[src/rtl/time_keeper_pkg.sv]
// Shared definitions for the wall-clock time keeper: BCD field limits,
// FSM state encoding and BCD helper functions.
package time_keeper_pkg;

  localparam int BCD_W = 8;

  localparam logic [BCD_W-1:0] SEC_MAX  = 8'h59;
  localparam logic [BCD_W-1:0] MIN_MAX  = 8'h59;
  localparam logic [BCD_W-1:0] HOUR_MAX = 8'h23;

  typedef enum logic {
    S_RUN  = 1'b0,
    S_LOAD = 1'b1
  } state_e;

  // With both digits valid, binary ordering of packed BCD matches decimal ordering.
  function automatic logic bcd_legal(input logic [BCD_W-1:0] v,
                                     input logic [BCD_W-1:0] max);
    return (v[3:0] <= 4'd9) && (v[7:4] <= 4'd9) && (v <= max);
  endfunction

  function automatic logic [BCD_W-1:0] bcd_inc(input logic [BCD_W-1:0] v,
                                               input logic [BCD_W-1:0] max);
    logic [BCD_W-1:0] r;
    if (v == max)            r = '0;
    else if (v[3:0] == 4'd9) r = {v[7:4] + 4'd1, 4'd0};
    else                     r = {v[7:4], v[3:0] + 4'd1};
    return r;
  endfunction

endpackage

[src/rtl/time_keeper_bcd_mod_counter.sv]
// Two-digit BCD modulo counter (0..MAX) with synchronous load; wrap flags the
// MAX->0 transition so stages can be chained.
module time_keeper_bcd_mod_counter
  import time_keeper_pkg::*;
#(
  parameter logic [BCD_W-1:0] MAX = SEC_MAX
) (
  input  logic             clk,
  input  logic             reset,
  input  logic             inc,
  input  logic             load,
  input  logic [BCD_W-1:0] load_val,
  output logic [BCD_W-1:0] val,
  output logic             wrap
);

  logic [BCD_W-1:0] val_q, val_d;

  always_comb begin
    val_d = val_q;
    if (load)     val_d = load_val;
    else if (inc) val_d = bcd_inc(val_q, MAX);
  end

  always_ff @(posedge clk) begin
    if (!reset) val_q <= '0;
    else        val_q <= val_d;
  end

  assign val  = val_q;
  assign wrap = inc & (val_q == MAX);

endmodule

[src/rtl/time_keeper.sv]
// 24 h BCD wall clock driven by the rising edges of a 1 Hz tick, with a
// prescaler, a valid/ready time load and seconds/minutes/hours/day carry pulses.
module time_keeper
  import time_keeper_pkg::*;
#(
  parameter int PRESCALE = 1
) (
  input  logic             clk,
  input  logic             reset,
  input  logic             tick_in,
  input  logic             run_en,
  input  logic             set_valid,
  output logic             set_ready,
  input  logic [BCD_W-1:0] set_hh,
  input  logic [BCD_W-1:0] set_mm,
  input  logic [BCD_W-1:0] set_ss,
  output logic             set_err,
  output logic [BCD_W-1:0] hh,
  output logic [BCD_W-1:0] mm,
  output logic [BCD_W-1:0] ss,
  output logic             sec_p,
  output logic             min_p,
  output logic             hour_p,
  output logic             day_p
);

  localparam int PW = (PRESCALE > 1) ? $clog2(PRESCALE) : 1;
  localparam logic [PW-1:0] PRE_LAST = PW'(PRESCALE - 1);

  state_e          state_q;
  logic            tick_d_q, tick_d_d;
  logic [PW-1:0]   pre_cnt_q, pre_cnt_d;
  logic            sec_p_q, sec_p_d;
  logic            min_p_q, min_p_d;
  logic            hour_p_q, hour_p_d;
  logic            day_p_q, day_p_d;
  logic            set_err_q, set_err_d;

  logic adv, sec_adv, accept, legal, load_ok, count_en;
  logic ss_wrap, mm_wrap, hh_wrap;

  assign set_ready = (state_q == S_RUN) & reset;
  assign accept    = set_valid & set_ready;
  assign legal     = bcd_legal(set_ss, SEC_MAX) & bcd_legal(set_mm, MIN_MAX)
                   & bcd_legal(set_hh, HOUR_MAX);
  assign load_ok   = accept & legal;

  // Edges seen while run_en is low are dropped, not queued.
  assign adv     = tick_in & ~tick_d_q & run_en;
  assign sec_adv = adv & (pre_cnt_q == PRE_LAST);
  // A load accepted on the same edge as a second takes priority; that second is lost.
  assign count_en = sec_adv & ~accept;

  always_comb begin
    tick_d_d  = tick_in;
    pre_cnt_d = pre_cnt_q;
    if (load_ok)      pre_cnt_d = '0;
    else if (adv)     pre_cnt_d = sec_adv ? '0 : pre_cnt_q + PW'(1);
    sec_p_d   = count_en;
    min_p_d   = ss_wrap;
    hour_p_d  = mm_wrap;
    day_p_d   = hh_wrap;
    set_err_d = accept & ~legal;
  end

  always_ff @(posedge clk) begin
    if (!reset) begin
      state_q   <= S_RUN;
      tick_d_q  <= 1'b0;
      pre_cnt_q <= '0;
      sec_p_q   <= 1'b0;
      min_p_q   <= 1'b0;
      hour_p_q  <= 1'b0;
      day_p_q   <= 1'b0;
      set_err_q <= 1'b0;
    end else begin
      case (state_q)
        S_RUN:   if (accept) state_q <= S_LOAD;
        S_LOAD:  state_q <= S_RUN;
        default: state_q <= S_RUN;
      endcase
      tick_d_q  <= tick_d_d;
      pre_cnt_q <= pre_cnt_d;
      sec_p_q   <= sec_p_d;
      min_p_q   <= min_p_d;
      hour_p_q  <= hour_p_d;
      day_p_q   <= day_p_d;
      set_err_q <= set_err_d;
    end
  end

  time_keeper_bcd_mod_counter #(.MAX(SEC_MAX)) u_ss (
    .clk      (clk),
    .reset    (reset),
    .inc      (count_en),
    .load     (load_ok),
    .load_val (set_ss),
    .val      (ss),
    .wrap     (ss_wrap)
  );

  time_keeper_bcd_mod_counter #(.MAX(MIN_MAX)) u_mm (
    .clk      (clk),
    .reset    (reset),
    .inc      (ss_wrap),
    .load     (load_ok),
    .load_val (set_mm),
    .val      (mm),
    .wrap     (mm_wrap)
  );

  time_keeper_bcd_mod_counter #(.MAX(HOUR_MAX)) u_hh (
    .clk      (clk),
    .reset    (reset),
    .inc      (mm_wrap),
    .load     (load_ok),
    .load_val (set_hh),
    .val      (hh),
    .wrap     (hh_wrap)
  );

  assign sec_p   = sec_p_q;
  assign min_p   = min_p_q;
  assign hour_p  = hour_p_q;
  assign day_p   = day_p_q;
  assign set_err = set_err_q;

endmodule

[config.mk]
export PLATFORM = sky130hd
export DESIGN_NAME = time_keeper
export DESIGN_NICKNAME = d
export VERILOG_FILES = /design/src/rtl/time_keeper_pkg.sv /design/src/rtl/time_keeper_bcd_mod_counter.sv /design/src/rtl/time_keeper.sv
export SDC_FILE = /design/constraint.sdc
export NUM_CORES = 1
export LEC_CHECK = 0
export BUFFER_PORTS_ARGS = -buffer_cell sky130_fd_sc_hd__buf_2
export CAP_MARGIN = 20
export CORE_MARGIN = 2
export CORE_UTILIZATION = 54
export CTS_CLUSTER_DIAMETER = 50
export DETAILED_ROUTE_END_ITERATION = 7
export PLACE_DENSITY_LB_ADDON = 0.2
export SKIP_CTS_REPAIR_TIMING = 1
export SYNTH_ARGS = -nofsm -noshare
export SYNTH_HDL_FRONTEND = slang
export SYNTH_SLANG_ARGS = --single-unit
[constraint.sdc]
create_clock -name clk -period 3.2 [get_ports clk]
set_clock_uncertainty 0.15 [all_clocks]
set_input_delay 0.32 -clock clk [delete_from_list [all_inputs] [get_ports clk]]
set_output_delay 0.32 -clock clk [all_outputs]
set_load 0.01 [all_outputs]
======== Word-level counts from Yosys, hierarchy flattened ========
Index checks and enable logic that the tools add are counted.
word-level totals
  register bits ........................... 32
  word-level logic and storage cells ...... 86
  bits of input ports ..................... 29
cells by class
  magnitude comparators ................... 9
  equality and inequality tests ........... 6
  muxes and demuxes ....................... 15
  reductions and logical operators ........ 16
  bitwise logic cells ..................... 19
  add/sub/neg operators ................... 7
operators with widths
  operator               number
  $mux W8                12
  $add A4 B1 Y4 const B  6
  $le A4 B4 Y1 const B   6
  $eq A8 B7 Y1 const B   2
  $le A8 B7 Y1 const B   2
  $and A1 B1 Y1          13
  $eq A4 B4 Y1 const B   3
  $reduce_bool A3 Y1     3
  $eq A8 B6 Y1 const B   1
  $le A8 B6 Y1 const B   1
  $logic_and A1 B1 Y1    6
  $not A1 Y1             6
  $reduce_and A2 Y1      3
  $reduce_bool A2 Y1     3
  $mux W1                2
  $pmux W1 S2            1
  $reduce_or A2 Y1       1
  $add A1 B1 Y1 const B  1

======== Logic depth before layout (Yosys ltp) ========
  word-level depth ........................ 9
  depth in mapped cells ................... 9
  depth with buffers taken out ............ 7

======== By module ========
Synthesis repeated with hierarchy kept, for this count alone.
second synthesis, totals
  cells, all modules ...................... 208
  area total of the unflattened synthesis .. 1889.3 µm²
by module, submodules not included
  module                                  area each (µm²)  instances  cells an instance
  time_keeper_bcd_mod_counter (u_mm ...)  505.5            2          59
  time_keeper_bcd_mod_counter (u_hh)      549.3            1          60
  time_keeper                             329.1            1          30

======== Worst setup path before layout ========
No wires, ideal clock.
  path type ............................... register -> register
  from .................................... register u_ss.val_q[4], in the netlist u_ss.val[4]
  to ...................................... register u_hh.val_q[2], in the netlist u_hh.val[2]
  setup time .............................. 91 ps
  arrival time ............................ 1830 ps
  slack ................................... 1129 ps
  period minus slack after synthesis ...... 2071 ps
  required time ........................... 2959 ps
  cell stages (with the launch flop) ...... 9
  path through ............................ dfxtp_1 ha_1 and3b_1 clkbuf_2 and4_1 buf_4 nand3_2 or3b_1 a311oi_1
on the way
  cells in the longest elaborated chain, start to end .. 4
ends and longest elaborated chain
  what                          RTL line                           text
  start: declaration            time_keeper_bcd_mod_counter.sv:17  logic [BCD_W-1:0] val_q, val_d;
  start signal: assignment      time_keeper_bcd_mod_counter.sv:27  else val_q <= val_d;
  $eq A8 B7 Y1                  time_keeper_bcd_mod_counter.sv:31  assign wrap = inc & (val_q == MAX);
  $and A1 B1 Y1 (2 in a row)    time_keeper_bcd_mod_counter.sv:31
  $reduce_bool A2 Y1 (no line)  -
  end signal: assignment        time_keeper_bcd_mod_counter.sv:27
  end: declaration              time_keeper_bcd_mod_counter.sv:17
Every way passes these cells.
A chain may end at the register's enable or synchronous reset.

======== Worst setup path in the final report ========
  from .................................... register state_q
  to ...................................... register u_hh.val_q[3], in the netlist u_hh.val[3]
on the way
  cells in the longest elaborated chain, start to end .. 8
  elaborated cells between the ends (all ways) .. 10
  those cells by class .................... mux (1); bitwise (8); reduce/logical (1)
ends and longest elaborated chain
  what                          RTL line                           text
  start: declaration            time_keeper.sv:30                  state_e state_q;
  start signal: assignment      time_keeper.sv:68                  state_q <= S_RUN;
  start signal: assignment      time_keeper.sv:78                  S_RUN: if (accept) state_q <= S_LOAD;
  start signal: assignment      time_keeper.sv:79                  S_LOAD: state_q <= S_RUN;
  $not A1 Y1 *                  -
  $and A1 B1 Y1 *               time_keeper.sv:42                  assign set_ready = (state_q == S_RUN) & reset;
  $and A1 B1 Y1 *               time_keeper.sv:43                  assign accept = set_valid & set_ready;
  $not A1 Y1                    time_keeper.sv:52                  assign count_en = sec_adv & ~accept;
  $and A1 B1 Y1                 time_keeper.sv:52
  $and A1 B1 Y1 (2 in a row)    time_keeper_bcd_mod_counter.sv:31
  $reduce_bool A2 Y1 (no line)  -
Mark *: on every way between the ends. The rest lies on a longest branch, timed or not.

==> out/metrics.csv <==
stage,metric,value,unit
drt,Routed WL,4.24,mm
setup_path,Reg2Reg Setup Slack,0.89,ns
global_route,largest net degree at the start of global routing,33,
power,switching share of power,0.233,
drt,Wirelength per Cell,13.1,um
timing,fin crit period,2.31,ns
timing,final setup vio count,0,
power,NetSw,0.162,mW
logic_synthesis,Yosys warnings,0,
layout,Layout area overhead,18.5,%
timing,worst relative slew slack,0.314,
floorplan,Ports,59,
setup_path,Worst Setup End Kind,flip-flop,
power,internal power,0.533,mW
global_route,Tot GR Track Use,0.233,
clock_network,CTS tree,yes,
global_route,vias in the first global route,1637,
placed_design,GPL Wtd Cong,0.871,
floorplan,initial core utilization,0.556,
setup_path,critical path startpoint category,flip-flop,
min_path,Hold WC Path Type,in -> reg,
drt,drt first pass iters,5,
floorplan,core area,0.00331,sq mm
timing,Pins Over Slew Limit,0,
setup_path,Setup crit start,state_q$_SDFF_PN0_,
layout,Sequential Area,641,sq um
setup_path,R2R Path End,u_hh.val[3]$_SDFFE_PN0P_,
logic_synthesis,Syn Nets,266,
drt,Antenna Nets Post-Route,0,
setup_path,crit path kind,reg -> reg,
global_route,first-pass GRT wire length,7.29,mm
logic_synthesis,Yosys cell types,47,
clock_network,Worst-Skew Late Latency,0.33,ns
layout,# fillers,343,
clock_network,Clock Path Buffers,2,
timing,final period utilization,0.723,
logic_synthesis,post-synth top area cell,dfxtp_1,
drt,Vias/cell,5.62,
timing,Hold Slack,0.0800,ns
timing,Final Hold Viols,0,
power,sequential power share,0.582,
logic_synthesis,post-synth top area share,0.348,
global_route,initial antenna violation count,0,
timing,Final TNS setup,0,ns
logic_synthesis,Syn Area/Cell,8.18,sq um
power,pwr/cell area,319,mW/mm^2
global_route,GRT overflow,0,
logic_synthesis,Mapped Area,0.00184,sq mm
logic_synthesis,Seq cells post-synth,32,
floorplan,die span in x,62.4,um
setup_path,r2r worst-path depth,3,
placed_design,HPWL after DPL,3.16,mm
setup_path,Setup crit end,u_hh.val[3]$_SDFFE_PN0P_,
layout,Diodes inserted,0,
drt,DRC,0,
placed_design,Port Buffers,58,
power,Total Power,0.695,mW
timing,Worst Tran Pin Value,1.03,ns
run_status,status,completed,
power,VDD IR max,210,uV
drt,vias,1814,
layout,"commonest non-fill, non-tap cell in the layout",buf_2,
setup_path,reg2reg start,state_q$_SDFF_PN0_,
logic_synthesis,"Seq/Total Area, Yosys",0.348,
power,clock power share,0.343,
floorplan,die height,62.4,um
clock_network,Clock Sinks,32,
clock_network,htree depth,2,
logic_synthesis,Syn Inst Count,225,
timing,fmax,432,MHz
floorplan,die area,0.00389,sq mm
setup_path,Worst Path Max Fanout,32,
clock_network,total CTS buffers,5,
layout,fin nets,317,
timing,RSZ-0062 raised after global routing,false,
job,Max-Cap Viols,0,
drt,drt first-iter violations,130,
power,static leakage,0.983,nW
setup_path,"Arr. time, crit path",2.39,ns
floorplan,Core Rows,21,
layout,most frequent cells in the layout,"58 x buf_2, 32 x dfxtp_1, 27 x nor2_1, 15 x nand3_1, 15 x nor3_1",
power,Comb pwr share,0.074,
clock_network,"Reg clk slew, reported paths",0.09,ns
logic_synthesis,top post-synthesis cells by area,"dfxtp_1 35%, ha_1 8.2%, nor2_1 5.5%",
layout,proportion of layout cells with a drive suffix above 1,0.256,
setup_path,Worst EP required,3.27,ns
layout,footprint of the multi-input gates,0.00109,sq mm
clock_network,root buffer cell,clkbuf_4,
-- how the worst min path moves through the flow --
stage,start,to,slack (ns),cells after the start
floorplan,pre_cnt_q$_SDFFE_PP0P_,pre_cnt_q$_SDFFE_PP0P_,0.26,2
global placement,pre_cnt_q$_SDFFE_PP0P_,pre_cnt_q$_SDFFE_PP0P_,0.27,2
detailed placement,pre_cnt_q$_SDFFE_PP0P_,pre_cnt_q$_SDFFE_PP0P_,0.27,2
CTS,tick_in,tick_d_q$_SDFF_PN0_,0.07,2
global route,tick_in,tick_d_q$_SDFF_PN0_,0.08,2
finish,tick_in,tick_d_q$_SDFF_PN0_,0.08,2
-- cells in the mapped netlist, drive strengths merged --
library cell / count
a211oi: 5
a21boi: 2
a21oi: 11
a22oi: 1
a2bb2oi: 2
a311oi: 2
a31o: 1
a31oi: 4
and2: 4
and3: 1
and3b: 5
and4: 1
and4bb: 1
buf: 7
clkbuf: 8
dfxtp: 32
ha: 12
inv: 10
mux2i: 4
nand2: 12
nand3: 16
nand3b: 5
nand4: 5
nand4b: 2
nor2: 27
nor3: 15
nor3b: 1
nor4: 2
nor4b: 3
o2111ai: 1
o21a: 1
o21ai: 10
o221a: 1
o221ai: 1
o2bb2ai: 1
o311a: 1
o31ai: 2
o32a: 1
or3: 3
or3b: 1
or4: 1
-- cell families after synthesis --
logic type                 synth area share
DFF                                   0.348
AOI/OAI and AO/OA                     0.171
muxes                                0.0218
adders and majority gates            0.0816
buffers and inverters                0.0605
and+or+nand+nor                       0.317
-- through the flow --
stage	cells	area (sq um)	util	worst slack, ns
floorplan	225	1840	-	1.13
global placement	315	2120	0.641	0.765
detailed placement	315	2120	0.641	0.733
CTS	323	2180	0.659	0.897
global route	323	2180	0.659	0.664
finish	323	2180	0.659	0.885
-- critical path, stage by stage (launching register included) --
cell and delay [ns]:
dfxtp_1 0.32, nand3b_1 0.38, or3_1 0.90, o221a_2 0.45
-- per-layer routing --
metal  track usage  vias up  share of wire
met4        0.0611        0          0.010
met3        0.0613        5          0.050
met2         0.393       48           0.46
met5             0        -              0
met1         0.296      838           0.48
li1              -      923              -
-- final cells by class --
class / count / area share
multi-input combinational: 168 / 0.499
inverter: 10 / 0.0172
tap: 46 / 0.0264
sequential: 32 / 0.294
timing repair buffer: 59 / 0.137
clock buffer: 8 / 0.0270
-- power groups by stage --
stage / Combinational [mW] / Sequential [mW] / Clock, mW
after floorplan: 0.0237 / 0.415 / 0
after global placement: 0.0509 / 0.414 / 0
after detailed placement: 0.0511 / 0.414 / 0
after CTS: 0.0515 / 0.405 / 0.247
after global routing: 0.0575 / 0.405 / 0.265
final: 0.0515 / 0.405 / 0.239
Power figures use the tool's default switching activity.
